<file path="config.mk">
export PLATFORM = sky130hd
export DESIGN_NAME = mem_bus_arbiter_flat
export DESIGN_NICKNAME = d
export VERILOG_FILES = /design/src/rtl/mem_bus_arbiter_if.sv /design/src/rtl/mem_bus_arbiter.sv /design/src/flat_wrapper.sv
export SDC_FILE = /design/constraint.sdc
export NUM_CORES = 1
export LEC_CHECK = 0
export CAP_MARGIN = 20
export CORE_MARGIN = 2
export CORE_UTILIZATION = 38
export CTS_BUF_LIST = sky130_fd_sc_hd__clkbuf_4 sky130_fd_sc_hd__clkbuf_8 sky130_fd_sc_hd__clkbuf_16
export DETAILED_ROUTE_END_ITERATION = 7
export HOLD_SLACK_MARGIN = 0.12
export PLACE_DENSITY = 0.92
export SETUP_SLACK_MARGIN = 0.4
export SLEW_MARGIN = 40
export SYNTH_ARGS = -nofsm -noshare
export SYNTH_HDL_FRONTEND = slang
export SYNTH_SLANG_ARGS = --single-unit
</file>
<file path="constraint.sdc">
create_clock -name clk -period 3.3 [get_ports clk]
set_input_delay 0.495 -clock clk [delete_from_list [all_inputs] [get_ports clk]]
set_output_delay 0.495 -clock clk [all_outputs]
set_load 0.01 [all_outputs]
</file>
<file path="src/rtl/mem_bus_arbiter_if.sv">
`default_nettype none
// ============================================================================
// Module  : mem_bus_arbiter_if
// Brief   : Requester ports (i/d/x), memory port and IO bus of the arbiter
// Revision: 1.0
// ============================================================================
interface mem_bus_arbiter_if;
  logic        i_req;
  logic [15:0] i_addr;
  logic        i_gnt;
  logic        i_rvalid;
  logic [15:0] i_rdata;

  logic        d_req;
  logic [15:0] d_addr;
  logic [1:0]  d_we;
  logic [15:0] d_wdata;
  logic        d_gnt;
  logic        d_rvalid;
  logic [15:0] d_rdata;

  logic        x_req;
  logic [15:0] x_addr;
  logic [1:0]  x_we;
  logic [15:0] x_wdata;
  logic        x_lock;
  logic        x_gnt;
  logic        x_rvalid;
  logic [15:0] x_rdata;

  logic        mem_en;
  logic [14:0] mem_addr;
  logic [1:0]  mem_we;
  logic [15:0] mem_wdata;
  logic [15:0] mem_rdata;

  logic        io_en;
  logic [7:0]  io_addr;
  logic [1:0]  io_we;
  logic [15:0] io_wdata;
  logic [15:0] io_rdata;

  modport slave (
    input  i_req, i_addr,
    output i_gnt, i_rvalid, i_rdata,
    input  d_req, d_addr, d_we, d_wdata,
    output d_gnt, d_rvalid, d_rdata,
    input  x_req, x_addr, x_we, x_wdata, x_lock,
    output x_gnt, x_rvalid, x_rdata,
    output mem_en, mem_addr, mem_we, mem_wdata,
    input  mem_rdata,
    output io_en, io_addr, io_we, io_wdata,
    input  io_rdata
  );

  modport master (
    output i_req, i_addr,
    input  i_gnt, i_rvalid, i_rdata,
    output d_req, d_addr, d_we, d_wdata,
    input  d_gnt, d_rvalid, d_rdata,
    output x_req, x_addr, x_we, x_wdata, x_lock,
    input  x_gnt, x_rvalid, x_rdata,
    input  mem_en, mem_addr, mem_we, mem_wdata,
    output mem_rdata,
    input  io_en, io_addr, io_we, io_wdata,
    output io_rdata
  );
endinterface
`default_nettype wire

</file>
<file path="src/rtl/mem_bus_arbiter.sv">
`default_nettype none
// ============================================================================
// Module  : mem_bus_arbiter
// Brief   : Shares one sync memory between fetch, data and loader ports; IO page decode
// Revision: 1.0
// ============================================================================
module mem_bus_arbiter #(
  parameter int unsigned STARVE_LIMIT = 15,
  parameter int unsigned BURST_MAX    = 8,
  parameter logic [7:0]  IO_PAGE      = 8'h7f
) (
  input  logic             clk,
  input  logic             rst,
  mem_bus_arbiter_if.slave bus
);

  typedef enum logic [0:0] {
    ST_IDLE  = 1'b0,
    ST_BURST = 1'b1
  } state_e;

  typedef enum logic [1:0] {
    OWN_NONE = 2'd0,
    OWN_I    = 2'd1,
    OWN_D    = 2'd2,
    OWN_X    = 2'd3
  } owner_e;

  localparam logic [7:0] c_STARVE_LIMIT = 8'(STARVE_LIMIT);
  localparam logic [7:0] c_BURST_MAX    = 8'(BURST_MAX);

  state_e      state_q, state_d;
  logic [7:0]  wait_cnt_q, wait_cnt_d;
  logic [7:0]  burst_cnt_q, burst_cnt_d;
  logic        release_q, release_d;
  owner_e      rsp_owner_q, rsp_owner_d;
  logic        rsp_io_q, rsp_io_d;
  logic [15:0] i_hold_q, d_hold_q, x_hold_q;

  logic        w_gnt_i, w_gnt_d, w_gnt_x;
  logic        w_x_top;
  logic        w_active;
  logic        w_sel_io;
  logic [15:0] w_addr;
  logic [1:0]  w_we;
  logic [15:0] w_wdata;
  owner_e      w_owner;
  logic [7:0]  w_burst_inc;
  logic [15:0] w_rsp_data;
  logic        w_rv_i, w_rv_d, w_rv_x;

  // x is lifted above d/i by a locked burst or starvation, except in the forced release cycle
  always_comb begin
    w_gnt_i = 1'b0;
    w_gnt_d = 1'b0;
    w_gnt_x = 1'b0;
    w_x_top = !release_q &&
              (((state_q == ST_BURST) && bus.x_lock) || (wait_cnt_q >= c_STARVE_LIMIT));
    if (!rst) begin
      if (w_x_top && bus.x_req) begin
        w_gnt_x = 1'b1;
      end else if (bus.d_req) begin
        w_gnt_d = 1'b1;
      end else if (bus.i_req) begin
        w_gnt_i = 1'b1;
      end else if (bus.x_req) begin
        w_gnt_x = 1'b1;
      end
    end
  end

  always_comb begin
    w_active = 1'b1;
    w_addr   = 16'h0000;
    w_we     = 2'b00;
    w_wdata  = 16'h0000;
    w_owner  = OWN_NONE;
    if (w_gnt_d) begin
      w_addr  = bus.d_addr;
      w_we    = bus.d_we;
      w_wdata = bus.d_wdata;
      w_owner = OWN_D;
    end else if (w_gnt_i) begin
      w_addr  = bus.i_addr;
      w_owner = OWN_I;
    end else if (w_gnt_x) begin
      w_addr  = bus.x_addr;
      w_we    = bus.x_we;
      w_wdata = bus.x_wdata;
      w_owner = OWN_X;
    end else begin
      w_active = 1'b0;
    end
  end

  assign w_sel_io = w_active && (w_addr[15:8] == IO_PAGE);

  assign bus.i_gnt     = w_gnt_i;
  assign bus.d_gnt     = w_gnt_d;
  assign bus.x_gnt     = w_gnt_x;
  assign bus.mem_en    = w_active && !w_sel_io;
  assign bus.mem_addr  = bus.mem_en ? w_addr[15:1] : 15'h0000;
  assign bus.mem_we    = bus.mem_en ? w_we        : 2'b00;
  assign bus.mem_wdata = bus.mem_en ? w_wdata     : 16'h0000;
  assign bus.io_en     = w_sel_io;
  assign bus.io_addr   = w_sel_io ? w_addr[7:0]   : 8'h00;
  assign bus.io_we     = w_sel_io ? w_we          : 2'b00;
  assign bus.io_wdata  = w_sel_io ? w_wdata       : 16'h0000;

  assign w_burst_inc = burst_cnt_q + 8'd1;

  always_comb begin
    state_d     = state_q;
    burst_cnt_d = burst_cnt_q;
    release_d   = 1'b0;
    case (state_q)
      ST_IDLE: begin
        if (w_gnt_x && bus.x_lock) begin
          if (c_BURST_MAX == 8'd1) begin
            release_d = 1'b1;
          end else begin
            state_d     = ST_BURST;
            burst_cnt_d = 8'd1;
          end
        end
      end
      ST_BURST: begin
        if (!bus.x_lock || !bus.x_req) begin
          state_d     = ST_IDLE;
          burst_cnt_d = 8'd0;
        end else if (w_gnt_x) begin
          if (w_burst_inc == c_BURST_MAX) begin
            state_d     = ST_IDLE;
            burst_cnt_d = 8'd0;
            release_d   = 1'b1;
          end else begin
            burst_cnt_d = w_burst_inc;
          end
        end
      end
      default: begin
        state_d     = ST_IDLE;
        burst_cnt_d = 8'd0;
      end
    endcase
  end

  always_comb begin
    wait_cnt_d = 8'd0;
    if (bus.x_req && !w_gnt_x) begin
      wait_cnt_d = (wait_cnt_q == 8'hff) ? wait_cnt_q : wait_cnt_q + 8'd1;
    end
  end

  always_comb begin
    rsp_owner_d = OWN_NONE;
    rsp_io_d    = 1'b0;
    if (w_active && (w_we == 2'b00)) begin
      rsp_owner_d = w_owner;
      rsp_io_d    = w_sel_io;
    end
  end

  // Read data is passed through in the response cycle and held in the port register after
  assign w_rsp_data = rsp_io_q ? bus.io_rdata : bus.mem_rdata;
  assign w_rv_i     = !rst && (rsp_owner_q == OWN_I);
  assign w_rv_d     = !rst && (rsp_owner_q == OWN_D);
  assign w_rv_x     = !rst && (rsp_owner_q == OWN_X);

  assign bus.i_rvalid = w_rv_i;
  assign bus.d_rvalid = w_rv_d;
  assign bus.x_rvalid = w_rv_x;
  assign bus.i_rdata  = rst ? 16'h0000 : (w_rv_i ? w_rsp_data : i_hold_q);
  assign bus.d_rdata  = rst ? 16'h0000 : (w_rv_d ? w_rsp_data : d_hold_q);
  assign bus.x_rdata  = rst ? 16'h0000 : (w_rv_x ? w_rsp_data : x_hold_q);

  always_ff @(posedge clk) begin
    if (rst) begin
      state_q     <= ST_IDLE;
      wait_cnt_q  <= 8'd0;
      burst_cnt_q <= 8'd0;
      release_q   <= 1'b0;
      rsp_owner_q <= OWN_NONE;
      rsp_io_q    <= 1'b0;
      i_hold_q    <= 16'h0000;
      d_hold_q    <= 16'h0000;
      x_hold_q    <= 16'h0000;
    end else begin
      state_q     <= state_d;
      wait_cnt_q  <= wait_cnt_d;
      burst_cnt_q <= burst_cnt_d;
      release_q   <= release_d;
      rsp_owner_q <= rsp_owner_d;
      rsp_io_q    <= rsp_io_d;
      if (w_rv_i) i_hold_q <= w_rsp_data;
      if (w_rv_d) d_hold_q <= w_rsp_data;
      if (w_rv_x) x_hold_q <= w_rsp_data;
    end
  end

endmodule
`default_nettype wire

</file>
<file path="src/flat_wrapper.sv">
// flat-port wrapper written by rule: the top's interface ports become plain ports
module mem_bus_arbiter_flat 
#(
  parameter int unsigned STARVE_LIMIT = 15,
  parameter int unsigned BURST_MAX    = 8,
  parameter logic [7:0]  IO_PAGE      = 8'h7f
)
  (clk, rst, bus_i_req, bus_i_addr, bus_i_gnt, bus_i_rvalid, bus_i_rdata, bus_d_req, bus_d_addr, bus_d_we, bus_d_wdata, bus_d_gnt, bus_d_rvalid, bus_d_rdata, bus_x_req, bus_x_addr, bus_x_we, bus_x_wdata, bus_x_lock, bus_x_gnt, bus_x_rvalid, bus_x_rdata, bus_mem_en, bus_mem_addr, bus_mem_we, bus_mem_wdata, bus_mem_rdata, bus_io_en, bus_io_addr, bus_io_we, bus_io_wdata, bus_io_rdata);
  mem_bus_arbiter_if bus_i ();
  input  logic clk;
  input  logic rst;
  input wire logic [$bits(bus_i.i_req)-1:0] bus_i_req;
  input wire logic [$bits(bus_i.i_addr)-1:0] bus_i_addr;
  output wire logic [$bits(bus_i.i_gnt)-1:0] bus_i_gnt;
  output wire logic [$bits(bus_i.i_rvalid)-1:0] bus_i_rvalid;
  output wire logic [$bits(bus_i.i_rdata)-1:0] bus_i_rdata;
  input wire logic [$bits(bus_i.d_req)-1:0] bus_d_req;
  input wire logic [$bits(bus_i.d_addr)-1:0] bus_d_addr;
  input wire logic [$bits(bus_i.d_we)-1:0] bus_d_we;
  input wire logic [$bits(bus_i.d_wdata)-1:0] bus_d_wdata;
  output wire logic [$bits(bus_i.d_gnt)-1:0] bus_d_gnt;
  output wire logic [$bits(bus_i.d_rvalid)-1:0] bus_d_rvalid;
  output wire logic [$bits(bus_i.d_rdata)-1:0] bus_d_rdata;
  input wire logic [$bits(bus_i.x_req)-1:0] bus_x_req;
  input wire logic [$bits(bus_i.x_addr)-1:0] bus_x_addr;
  input wire logic [$bits(bus_i.x_we)-1:0] bus_x_we;
  input wire logic [$bits(bus_i.x_wdata)-1:0] bus_x_wdata;
  input wire logic [$bits(bus_i.x_lock)-1:0] bus_x_lock;
  output wire logic [$bits(bus_i.x_gnt)-1:0] bus_x_gnt;
  output wire logic [$bits(bus_i.x_rvalid)-1:0] bus_x_rvalid;
  output wire logic [$bits(bus_i.x_rdata)-1:0] bus_x_rdata;
  output wire logic [$bits(bus_i.mem_en)-1:0] bus_mem_en;
  output wire logic [$bits(bus_i.mem_addr)-1:0] bus_mem_addr;
  output wire logic [$bits(bus_i.mem_we)-1:0] bus_mem_we;
  output wire logic [$bits(bus_i.mem_wdata)-1:0] bus_mem_wdata;
  input wire logic [$bits(bus_i.mem_rdata)-1:0] bus_mem_rdata;
  output wire logic [$bits(bus_i.io_en)-1:0] bus_io_en;
  output wire logic [$bits(bus_i.io_addr)-1:0] bus_io_addr;
  output wire logic [$bits(bus_i.io_we)-1:0] bus_io_we;
  output wire logic [$bits(bus_i.io_wdata)-1:0] bus_io_wdata;
  input wire logic [$bits(bus_i.io_rdata)-1:0] bus_io_rdata;
  assign bus_i.i_req = bus_i_req;
  assign bus_i.i_addr = bus_i_addr;
  assign bus_i_gnt = bus_i.i_gnt;
  assign bus_i_rvalid = bus_i.i_rvalid;
  assign bus_i_rdata = bus_i.i_rdata;
  assign bus_i.d_req = bus_d_req;
  assign bus_i.d_addr = bus_d_addr;
  assign bus_i.d_we = bus_d_we;
  assign bus_i.d_wdata = bus_d_wdata;
  assign bus_d_gnt = bus_i.d_gnt;
  assign bus_d_rvalid = bus_i.d_rvalid;
  assign bus_d_rdata = bus_i.d_rdata;
  assign bus_i.x_req = bus_x_req;
  assign bus_i.x_addr = bus_x_addr;
  assign bus_i.x_we = bus_x_we;
  assign bus_i.x_wdata = bus_x_wdata;
  assign bus_i.x_lock = bus_x_lock;
  assign bus_x_gnt = bus_i.x_gnt;
  assign bus_x_rvalid = bus_i.x_rvalid;
  assign bus_x_rdata = bus_i.x_rdata;
  assign bus_mem_en = bus_i.mem_en;
  assign bus_mem_addr = bus_i.mem_addr;
  assign bus_mem_we = bus_i.mem_we;
  assign bus_mem_wdata = bus_i.mem_wdata;
  assign bus_i.mem_rdata = bus_mem_rdata;
  assign bus_io_en = bus_i.io_en;
  assign bus_io_addr = bus_i.io_addr;
  assign bus_io_we = bus_i.io_we;
  assign bus_io_wdata = bus_i.io_wdata;
  assign bus_i.io_rdata = bus_io_rdata;
  mem_bus_arbiter #(.STARVE_LIMIT(STARVE_LIMIT), .BURST_MAX(BURST_MAX), .IO_PAGE(IO_PAGE)) u_core (.clk(clk), .rst(rst), .bus(bus_i));
endmodule
</file>
After elaboration in Yosys (flattened, before gate mapping)
Cells that the tools add are included.
- equal/unequal tests: 8
- reductions and logical operators: 25
- multiplexer cells: 51
- magnitude comparators: 1
- bitwise logic cells: 4
- $add $sub $neg: 2
- operators by type and width (cell ; count):
    16-bit 2-to-1 mux ; 15
    8-bit 2-to-1 mux ; 5
    1-bit 2-to-1 mux ; 20
    8-bit by 1-bit adder with 8-bit output (second input constant) ; 2
    2-bit 2-to-1 mux ; 8
    8-bit case mux with 2 select lines ; 1
    15-bit 2-to-1 mux ; 1
    1-bit logical AND ; 11
    8-bit by 4-bit equality test with 1-bit output (second input constant) ; 1
    8-bit by 7-bit equality test with 1-bit output (second input constant) ; 1
    8-bit equality test (second input constant) ; 1
    8-bit by 4-bit greater-or-equal comparator with 1-bit output (second input constant) ; 1
    1-bit logical NOT ; 6
    2-bit equality test (second input constant) ; 2
    1-bit NOT ; 4
    2-bit OR reduction ; 2
    4-bit OR reduction ; 1
    3-bit inequality test (second input constant) ; 1
    3-bit OR reduction ; 1
    2-bit by 1-bit equality test with 1-bit output (second input constant) ; 1
    2-bit logical NOT ; 1
    1-bit logical OR ; 2
    2-bit by 1-bit inequality test with 1-bit output (second input constant) ; 1
    1-bit case mux with 2 select lines ; 1
    2-bit AND reduction ; 1
- input bits: 122
- logic and storage cells: 101
- output and inout port bits: 115
- flip-flop bits (word level): 69

Longest topological paths before layout
Gate-level depths: netlist of the first run.
- depth in word-level cells: 14
- mapped depth: 11
- depth with buffers taken out: 8

Least setup slack after synthesis of the first run
OpenSTA, ideal clock, no wires.
- path kind: register to output
- start point: register u_core.wait_cnt_q[7]
- end point: output bus_io_wdata[10]
- stages on the path, launching flop included: 11
- required time: 2.805 ns
- slack: 0.102 ns
- data arrival time: 2.703 ns
- cells stage by stage: dfxtp_1 -> buf_6 -> nor4_4 -> a311oi_1 -> buf_2 -> or4_1 -> a22o_1 -> or4_1 -> buf_4 -> buf_6 -> nor3_2
- word-level cells in the longest chain between the ends: 12
- elaborated cells between the ends (all ways): 22
- ends and longest elaborated chain (what ; line ; source):
    from (decl) ; mem_bus_arbiter.sv:33 ; logic [7:0] wait_cnt_q, wait_cnt_d;
    from (signal assigned) ; mem_bus_arbiter.sv:190 ; wait_cnt_q <= wait_cnt_d;
    8-bit by 4-bit greater-or-equal comparator with 1-bit output * ; mem_bus_arbiter.sv:58 ; (((state_q == ST_BURST) && bus.x_lock) || (wait_cnt_q >= c_STARVE_LIMIT));
    1-bit logical OR * ; mem_bus_arbiter.sv:58 ;
    1-bit logical AND * ; mem_bus_arbiter.sv:57 ; w_x_top = !release_q &&
    1-bit logical AND * ; mem_bus_arbiter.sv:60 ; if (w_x_top && bus.x_req) begin
    1-bit 2-to-1 mux ; mem_bus_arbiter.sv:60 ;
    1-bit 2-to-1 mux ; mem_bus_arbiter.sv:59 ; if (!rst) begin
    16-bit 2-to-1 mux ; mem_bus_arbiter.sv:86 ; end else if (w_gnt_x) begin
    16-bit 2-to-1 mux ; mem_bus_arbiter.sv:83 ; end else if (w_gnt_i) begin
    16-bit 2-to-1 mux ; mem_bus_arbiter.sv:78 ; if (w_gnt_d) begin
    8-bit by 7-bit equality test with 1-bit output ; mem_bus_arbiter.sv:96 ; assign w_sel_io = w_active && (w_addr[15:8] == IO_PAGE);
    1-bit logical AND ; mem_bus_arbiter.sv:96 ;
    16-bit 2-to-1 mux * ; mem_bus_arbiter.sv:108 ; assign bus.io_wdata = w_sel_io ? w_wdata : 16'h0000;
    to (decl) ; flat_wrapper.sv:40 ; output wire logic [$bits(bus_i.io_wdata)-1:0] bus_io_wdata;
Mark *: on every way between the ends. The rest lies on a longest branch, timed or not.

Worst setup path in the final report of the first run
- start point: register u_core.wait_cnt_q[7]
- end point: output bus_io_wdata[13]
Same word-level chain as after synthesis.

==> results of run 1 <==
## critical path, stage by stage, from the launching register on
cell and delay [ns]:
dfxtp_2 0.34, nor4_4 0.31, a311oi_2 0.14, buf_4 0.17, buf_4 0.15, o31ai_2 0.30, a31oi_2 0.16, or4_4 0.67
buf_16 0.18, buf_12 0.14, nor3_4 0.14, buf_2 0.17
## cell families after synthesis
family                   count (synthesis)  synth area share (%)
XOR/XNOR                                 2                 0.448
adder cells (fa/ha/maj)                  2                 0.640
multiplexers                            17                  4.35
buffers and inverters                   54                  5.89
AND/OR/NAND/NOR                        164                  26.5
AO/OA/AOI/OAI                          167                  26.8
flip-flops                              69                  35.3
## cell usage in the layout, fill, tap and decap left out, drive strengths merged, types with 13 or more instances in the layout
master / netlist / layout
buf: 6 / 159
clkdlybuf4s50: 0 / 152
dfxtp: 69 / 69
a21oi: 50 / 50
o21ai: 46 / 46
nor2: 34 / 34
nand3b: 33 / 33
nor3: 33 / 33
a211oi: 19 / 19
dlygate4sd2: 0 / 19
a22oi: 18 / 18
mux2i: 17 / 17
clkbuf: 38 / 14
nand3: 13 / 13
nand2: 13 / 13
## repair_timing
action                     CTS  global route
pin swaps                   17            18
buffers inserted            21             4
setup endpoints to repair   93            77
gates cloned                 9             3
resized for setup          324            38
## how the worst min path moves through the flow
stage / start / to / slack (ns)
after floorplan: u_core.burst_cnt_q[7] / u_core.burst_cnt_q[7] / 0.46
after global placement: u_core.burst_cnt_q[7] / u_core.burst_cnt_q[7] / 0.47
after detailed placement: u_core.x_hold_q[14] / u_core.x_hold_q[14] / 0.48
after CTS: u_core.d_hold_q[6] / u_core.d_hold_q[6] / 0.50
after global routing: u_core.i_hold_q[4] / u_core.i_hold_q[4] / 0.53
final: u_core.d_hold_q[15] / u_core.d_hold_q[15] / 0.50
## stage by stage
| step | cell area, sq um | power (mW) | cells | worst slack (ns) |
|---|---|---|---|---|
| global placement | 6990 | 1.37 | 867 | -0.771 |
| global route | 7740 | 2.23 | 921 | -0.512 |
| CTS | 7460 | 2.10 | 913 | -0.247 |
| detailed placement | 6990 | 1.38 | 867 | -0.867 |
| finish | 7740 | 2.14 | 921 | -0.407 |
| floorplan | 4140 | 1.06 | 475 | 0.283 |
## layer usage
metal / vias up / GRT usage (%) / part of all wire, %
met5: - / 0 / 0.068
met4: 2 / 19.3 / 5.7
met3: 90 / 7.11 / 7.5
met2: 333 / 57.2 / 53
met1: 2521 / 31.5 / 34
li1: 2406 / - / -
## flip-flops by register name (all words and copies together), names as in the netlist
signal and flops:
u_core.release_q 1, u_core.state_q 1, u_core.rsp_io_q 1, u_core.burst_cnt_q 8, u_core.x_hold_q 16, u_core.wait_cnt_q 8, u_core.d_hold_q 16, u_core.i_hold_q 16
u_core.rsp_owner_q 2
## area by class of cell
type                    count  share of cell area (%)
well taps                 136                    2.20
inverters                  10                   0.501
flip-flops and latches     69                    17.9
repair buffers            337                    41.7
clock buffers              11                    1.87
diodes                      1                  0.0323
multi-input cells         352                    35.0
clock inverters             5                   0.775
## power by group
| group | internal [mW] | leakage [nW] | switching [mW] | total, mW |
|---|---|---|---|---|
| Combinational | 0.316 | 2.68 | 0.265 | 0.581 |
| Sequential | 0.851 | 0.560 | 0.00665 | 0.858 |
| Clock | 0.379 | 0.103 | 0.319 | 0.699 |
| Total | 1.55 | 3.34 | 0.591 | 2.14 |
==> metrics.cfg, run 1 <==
[run_status]
status=finished with violations
violations=negative setup slack

[timing]
hold_viol=0
relSlewSlack_pct=45.1
finalCriticalPeriod_ns=3.71
layout_setup_ws_ns=-0.407
setup_viol=59
fin_tns_setup_ns=-16.17
skew_ns=0.0158
rsz0062_at_grt=yes
tightest_slew_ns=0.823
post-route-period-util_pct=112
max_freq_mhz=270
hold_slack_ns=0.501
slew_viol_final=0

[worst_setup_path]
reg2reg_slack_ns=0.39
crit-reg2reg-capture=u_core.rsp_io_q
cp_max_fo=7
critPathKind=reg -> out
start_kind=register
worstRegToRegCells=10
endpoint_kind=output port
critical_path.endpoint=bus_io_wdata[13]
r2r-start=u_core.wait_cnt_q[7]
crit_arrival_ns=3.21
worstPathRequired_ns=2.80
cp-startpoint=u_core.wait_cnt_q[7]

[routing]
drt-initial-drc-count=496
vias=5352
wl_per_cell_um=20.7
route.antenna.remaining_nets=0
wirelength_mm=19.1
drc=0
vias_per_cell=5.81
drt_pre_antenna_iters=8

[clocking]
insertion_delay_ns=0.34
cts_made_buffers=9
hold_buffers=0
clkTransAtPathRegs_ns=0.08
cts_root_buffer=clkbuf_8
htreeDepth=3
tritoncts=built
cts.sinks=69
clockBufferDepth=2

[synth]
seq_area_frac_synth_pct=35.3
syn_area_sq_um=3910
yosys.area.top_type=dfxtp_1
yosys-top-cells-count=69 x dfxtp_1, 50 x a21oi_1, 46 x o21ai_0
synth-async-reset-ratio_pct=0
synth_nets=599
synthCells=475
syn_area_per_cell_sq_um=8.23
synthTopCellsByArea=dfxtp_1 35%, a21oi_1 6.4%, nand3b_1 6.3%, o21ai_0 5.9%, nor3_2 4.9%
ys_ff_latch=69
synth-edff-count=0
ys.flop_type=dfxtp_1
synth.distinct_cells=53
synth_most_common_cell=dfxtp_1
synth_top_area_share_pct=35.3
synth_warnings=0

[global_route]
grt_util_all_layers_pct=31.1
antenna_found_initial=2
grt_pass1_wl_mm=27.3
grt_max_degree=53
grt_pass1_vias=5299
overflow=0

[hold_path]
worstHoldPathType=reg -> reg
hold_depth=2

[pwr]
powerDensity_nw_per_um2=276
peakVddDrop_uv=471
power_leakage_nw=3.34

[die]
core_area_sq_um=10100
initial_utilization_pct=38.6
rows=37
die_x_um=105
dieArea_sq_um=11100
die_h_um=105
num_io_pins=237

[placed_design]
hpwlAfterDp_mm=12.1
gp_congestion=0.973
port_buffers=236

[flow_run]
maxCapViolations=0

[cells_and_area]
n_fill_cell=641
multi_input_area_sq_um=2710
drive_above_1_share_pct=32.8
seqCellArea_sq_um=1390
fin_util_pct=76.4
finalNetCount=903
areaGrowthSynthToFinish_pct=98.1

No activity file was read; power rests on OpenSTA's default activity.
==> inputs of run 2 (changes only) <==
--- a/config.mk
+++ b/config.mk
@@ -7,11 +7,11 @@
 export LEC_CHECK = 0
 export CAP_MARGIN = 20
 export CORE_MARGIN = 2
-export CORE_UTILIZATION = 38
+export CORE_UTILIZATION = 35
 export CTS_BUF_LIST = sky130_fd_sc_hd__clkbuf_4 sky130_fd_sc_hd__clkbuf_8 sky130_fd_sc_hd__clkbuf_16
 export DETAILED_ROUTE_END_ITERATION = 7
 export HOLD_SLACK_MARGIN = 0.12
-export PLACE_DENSITY = 0.92
+export PLACE_DENSITY = 0.86
 export SETUP_SLACK_MARGIN = 0.4
 export SLEW_MARGIN = 40
 export SYNTH_ARGS = -nofsm -noshare
==> run 2 against run 1 <==
  * The flow still finishes with violations (negative setup slack)
  * Fmax grew 2.2%
  * Highest routed layer unchanged
  * Routed wire length shrank 6.3%
  * Critical endpoint is now bus_io_addr[1]
  * Hold slack got worse by 0.0033 ns
  * Count of clock-buffer cells in the layout increased by 1
  * Clock skew fell by 0.0094 ns
  * Die area is 8.2% higher
  * First-iteration DRC count fell by 8.1%
==> metrics.cfg, run 2 (same netlist as run 1, synthesis figures left out) <==
[worst_setup_path]
critPathMaxStageDelay_ns=0.58
worstRegToRegCells=10
start_kind=register
endpoint_kind=output port
r2r-start=u_core.wait_cnt_q[6]
crit_arrival_ns=3.13
cp.depth=11
crit-reg2reg-capture=u_core.rsp_io_q
crit_family=simple AND/OR/NAND/NOR gates
reg2reg_slack_ns=0.51
worstPathRequired_ns=2.80
cp_max_fo=7
path_cells=nor4_4 -> a311oi_2 -> buf_4 -> buf_6 -> or3_4 -> a22o_1 -> or4_4 -> buf_12 -> buf_16 -> nor3_4 -> buf_2
critPathBufInv=5
critPathKind=reg -> out
crit_slowest_cell=or4_4

[routing]
wirelength_mm=17.9
wl_per_cell_um=19.4
vias=5177
drt_pre_antenna_iters=8
drt-initial-drc-count=456
vias_per_cell=5.61
route.antenna.remaining_nets=0
drc=0

[timing]
finalCriticalPeriod_ns=3.63
max_freq_mhz=276
hold_viol=0
relSlewSlack_pct=52.5
skew_ns=0.00642
rsz0062_at_grt=yes
setup_viol=60
slew_viol_final=0
post-route-period-util_pct=110
tightest_slew_ns=0.713
layout_setup_ws_ns=-0.327

[hold_path]
hold_depth=2
worstHoldPathType=reg -> reg
min_to=u_core.burst_cnt_q[7]
min_from=u_core.burst_cnt_q[7]

[clocking]
cts_made_buffers=9
insertion_delay_ns=0.34
clockBufferDepth=2
htreeDepth=3
tritoncts=built
clkTransAtPathRegs_ns=0.07
cts.sinks=69
hold_buffers=0
cts_root_buffer=clkbuf_8

[die]
core_area_sq_um=10900
num_io_pins=237
die_x_um=110
rows=38
initial_utilization_pct=35.9
die_h_um=110
dieArea_sq_um=12000

[placed_design]
gp_congestion=0.811
hpwlAfterDp_mm=11.9
dp_cells=872
port_buffers=236

[pwr]
peakVddDrop_uv=279
power_leakage_nw=3.26
powerDensity_nw_per_um2=293

[cells_and_area]
layout_commonest_cell=clkdlybuf4s50_1
layout_common_cells=169 x clkdlybuf4s50_1, 67 x dfxtp_1, 61 x buf_4, 59 x buf_2, 47 x a21oi_1
fin_cells=923
fin_util_pct=70.9
finalNetCount=902
drive_above_1_share_pct=30.7
reg.largest.list=u_core.d_hold_q: 16 flops, u_core.i_hold_q: 16 flops, u_core.x_hold_q: 16 flops
areaGrowthSynthToFinish_pct=97.6
diodes=0

[global_route]
overflow=0
grt_max_degree=63
grt_pass1_vias=5043
grt_pass1_wl_mm=25.9
grt_util_all_layers_pct=27.8
antenna_found_initial=1

[run_status]
violations=negative setup slack
status=finished with violations

[flow_run]
maxCapViolations=0

## run 2: changes by cell type in the layout (fill, tap and decap cells not counted), sizes merged, moves of 2 or more
| cell | before | now |
|---|---|---|
| buf | 159 | 154 |
| bufinv | 1 | 3 |
| clkbuf | 14 | 17 |
| clkdlybuf4s50 | 152 | 169 |
| clkinv | 4 | 2 |
| dlygate4sd2 | 19 | 4 |
| dlymetal6s2s | 3 | 0 |
| or3b | 4 | 6 |
## run 2: metal layers
layer | track usage (%) | up-vias | wire length [um]
li1 | - | 2410 | -
met1 | 30.3 | 2437 | 6440
met3 | 8.60 | 32 | 1820
met4 | 9.95 | 2 | 361
met2 | 50.4 | 296 | 9250
met5 | 0 | - | 16
## run 2: stage by stage
step / setup WS [ns] / cell area [sq um] / power [mW] / TNS (ns) / hold slack, ns
after floorplan: 0.283 / 4140 / 1.06 / 0 / 0.458
after global placement: -0.774 / 6990 / 1.37 / -34.82 / 0.474
after detailed placement: -0.865 / 6990 / 1.38 / -38.70 / 0.482
after CTS: -0.317 / 7520 / 2.26 / -11.98 / 0.503
after global routing: -0.419 / 7720 / 2.35 / -20.13 / 0.523
final: -0.327 / 7720 / 2.26 / -14.44 / 0.498
## run 2: tightest hold or removal path: cells and delay by family, from the launching register on
| kind | cells | cell delay [ns] |
|---|---|---|
| DFF | 1 | 0.33 |
| AOI/OAI and AO/OA | 2 | 0.13 |
## run 2: where the power goes
group / switching [mW] / internal (mW)
clock network: 0.302 / 0.539
logic: 0.245 / 0.321
registers: 0.00741 / 0.851
## run 2: worst max-delay path by stage
stage / from / to / slack [ns]
2_1_floorplan: u_core.wait_cnt_q[6] / bus_io_addr[0] / 0.28
3_3_place_gp: bus_x_lock / bus_io_wdata[2] / -0.77
3_5_place_dp: bus_x_lock / bus_io_wdata[2] / -0.87
4_1_cts: u_core.wait_cnt_q[4] / bus_io_wdata[7] / -0.32
5_1_grt: u_core.wait_cnt_q[6] / bus_io_addr[3] / -0.42
6_report: u_core.wait_cnt_q[6] / bus_io_addr[1] / -0.33
## run 2: area by class of cell
| type | instances | area (sq um) |
|---|---|---|
| repair buffers | 334 | 3230 |
| fillers | 787 | 3160 |
| multi-input cells | 354 | 2640 |
| flip-flops and latches | 69 | 1380 |
| well taps | 140 | 175 |
| clock buffers | 12 | 153 |
| clock inverters | 4 | 95.1 |
| inverters | 10 | 41.3 |
## run 2: what timing repair did
item | CTS | global route
cloned | 11 | 4
setup endpoints to repair | 82 | 78
pin swaps | 20 | 7
buffers inserted | 15 | 5
gates resized for setup | 304 | 20
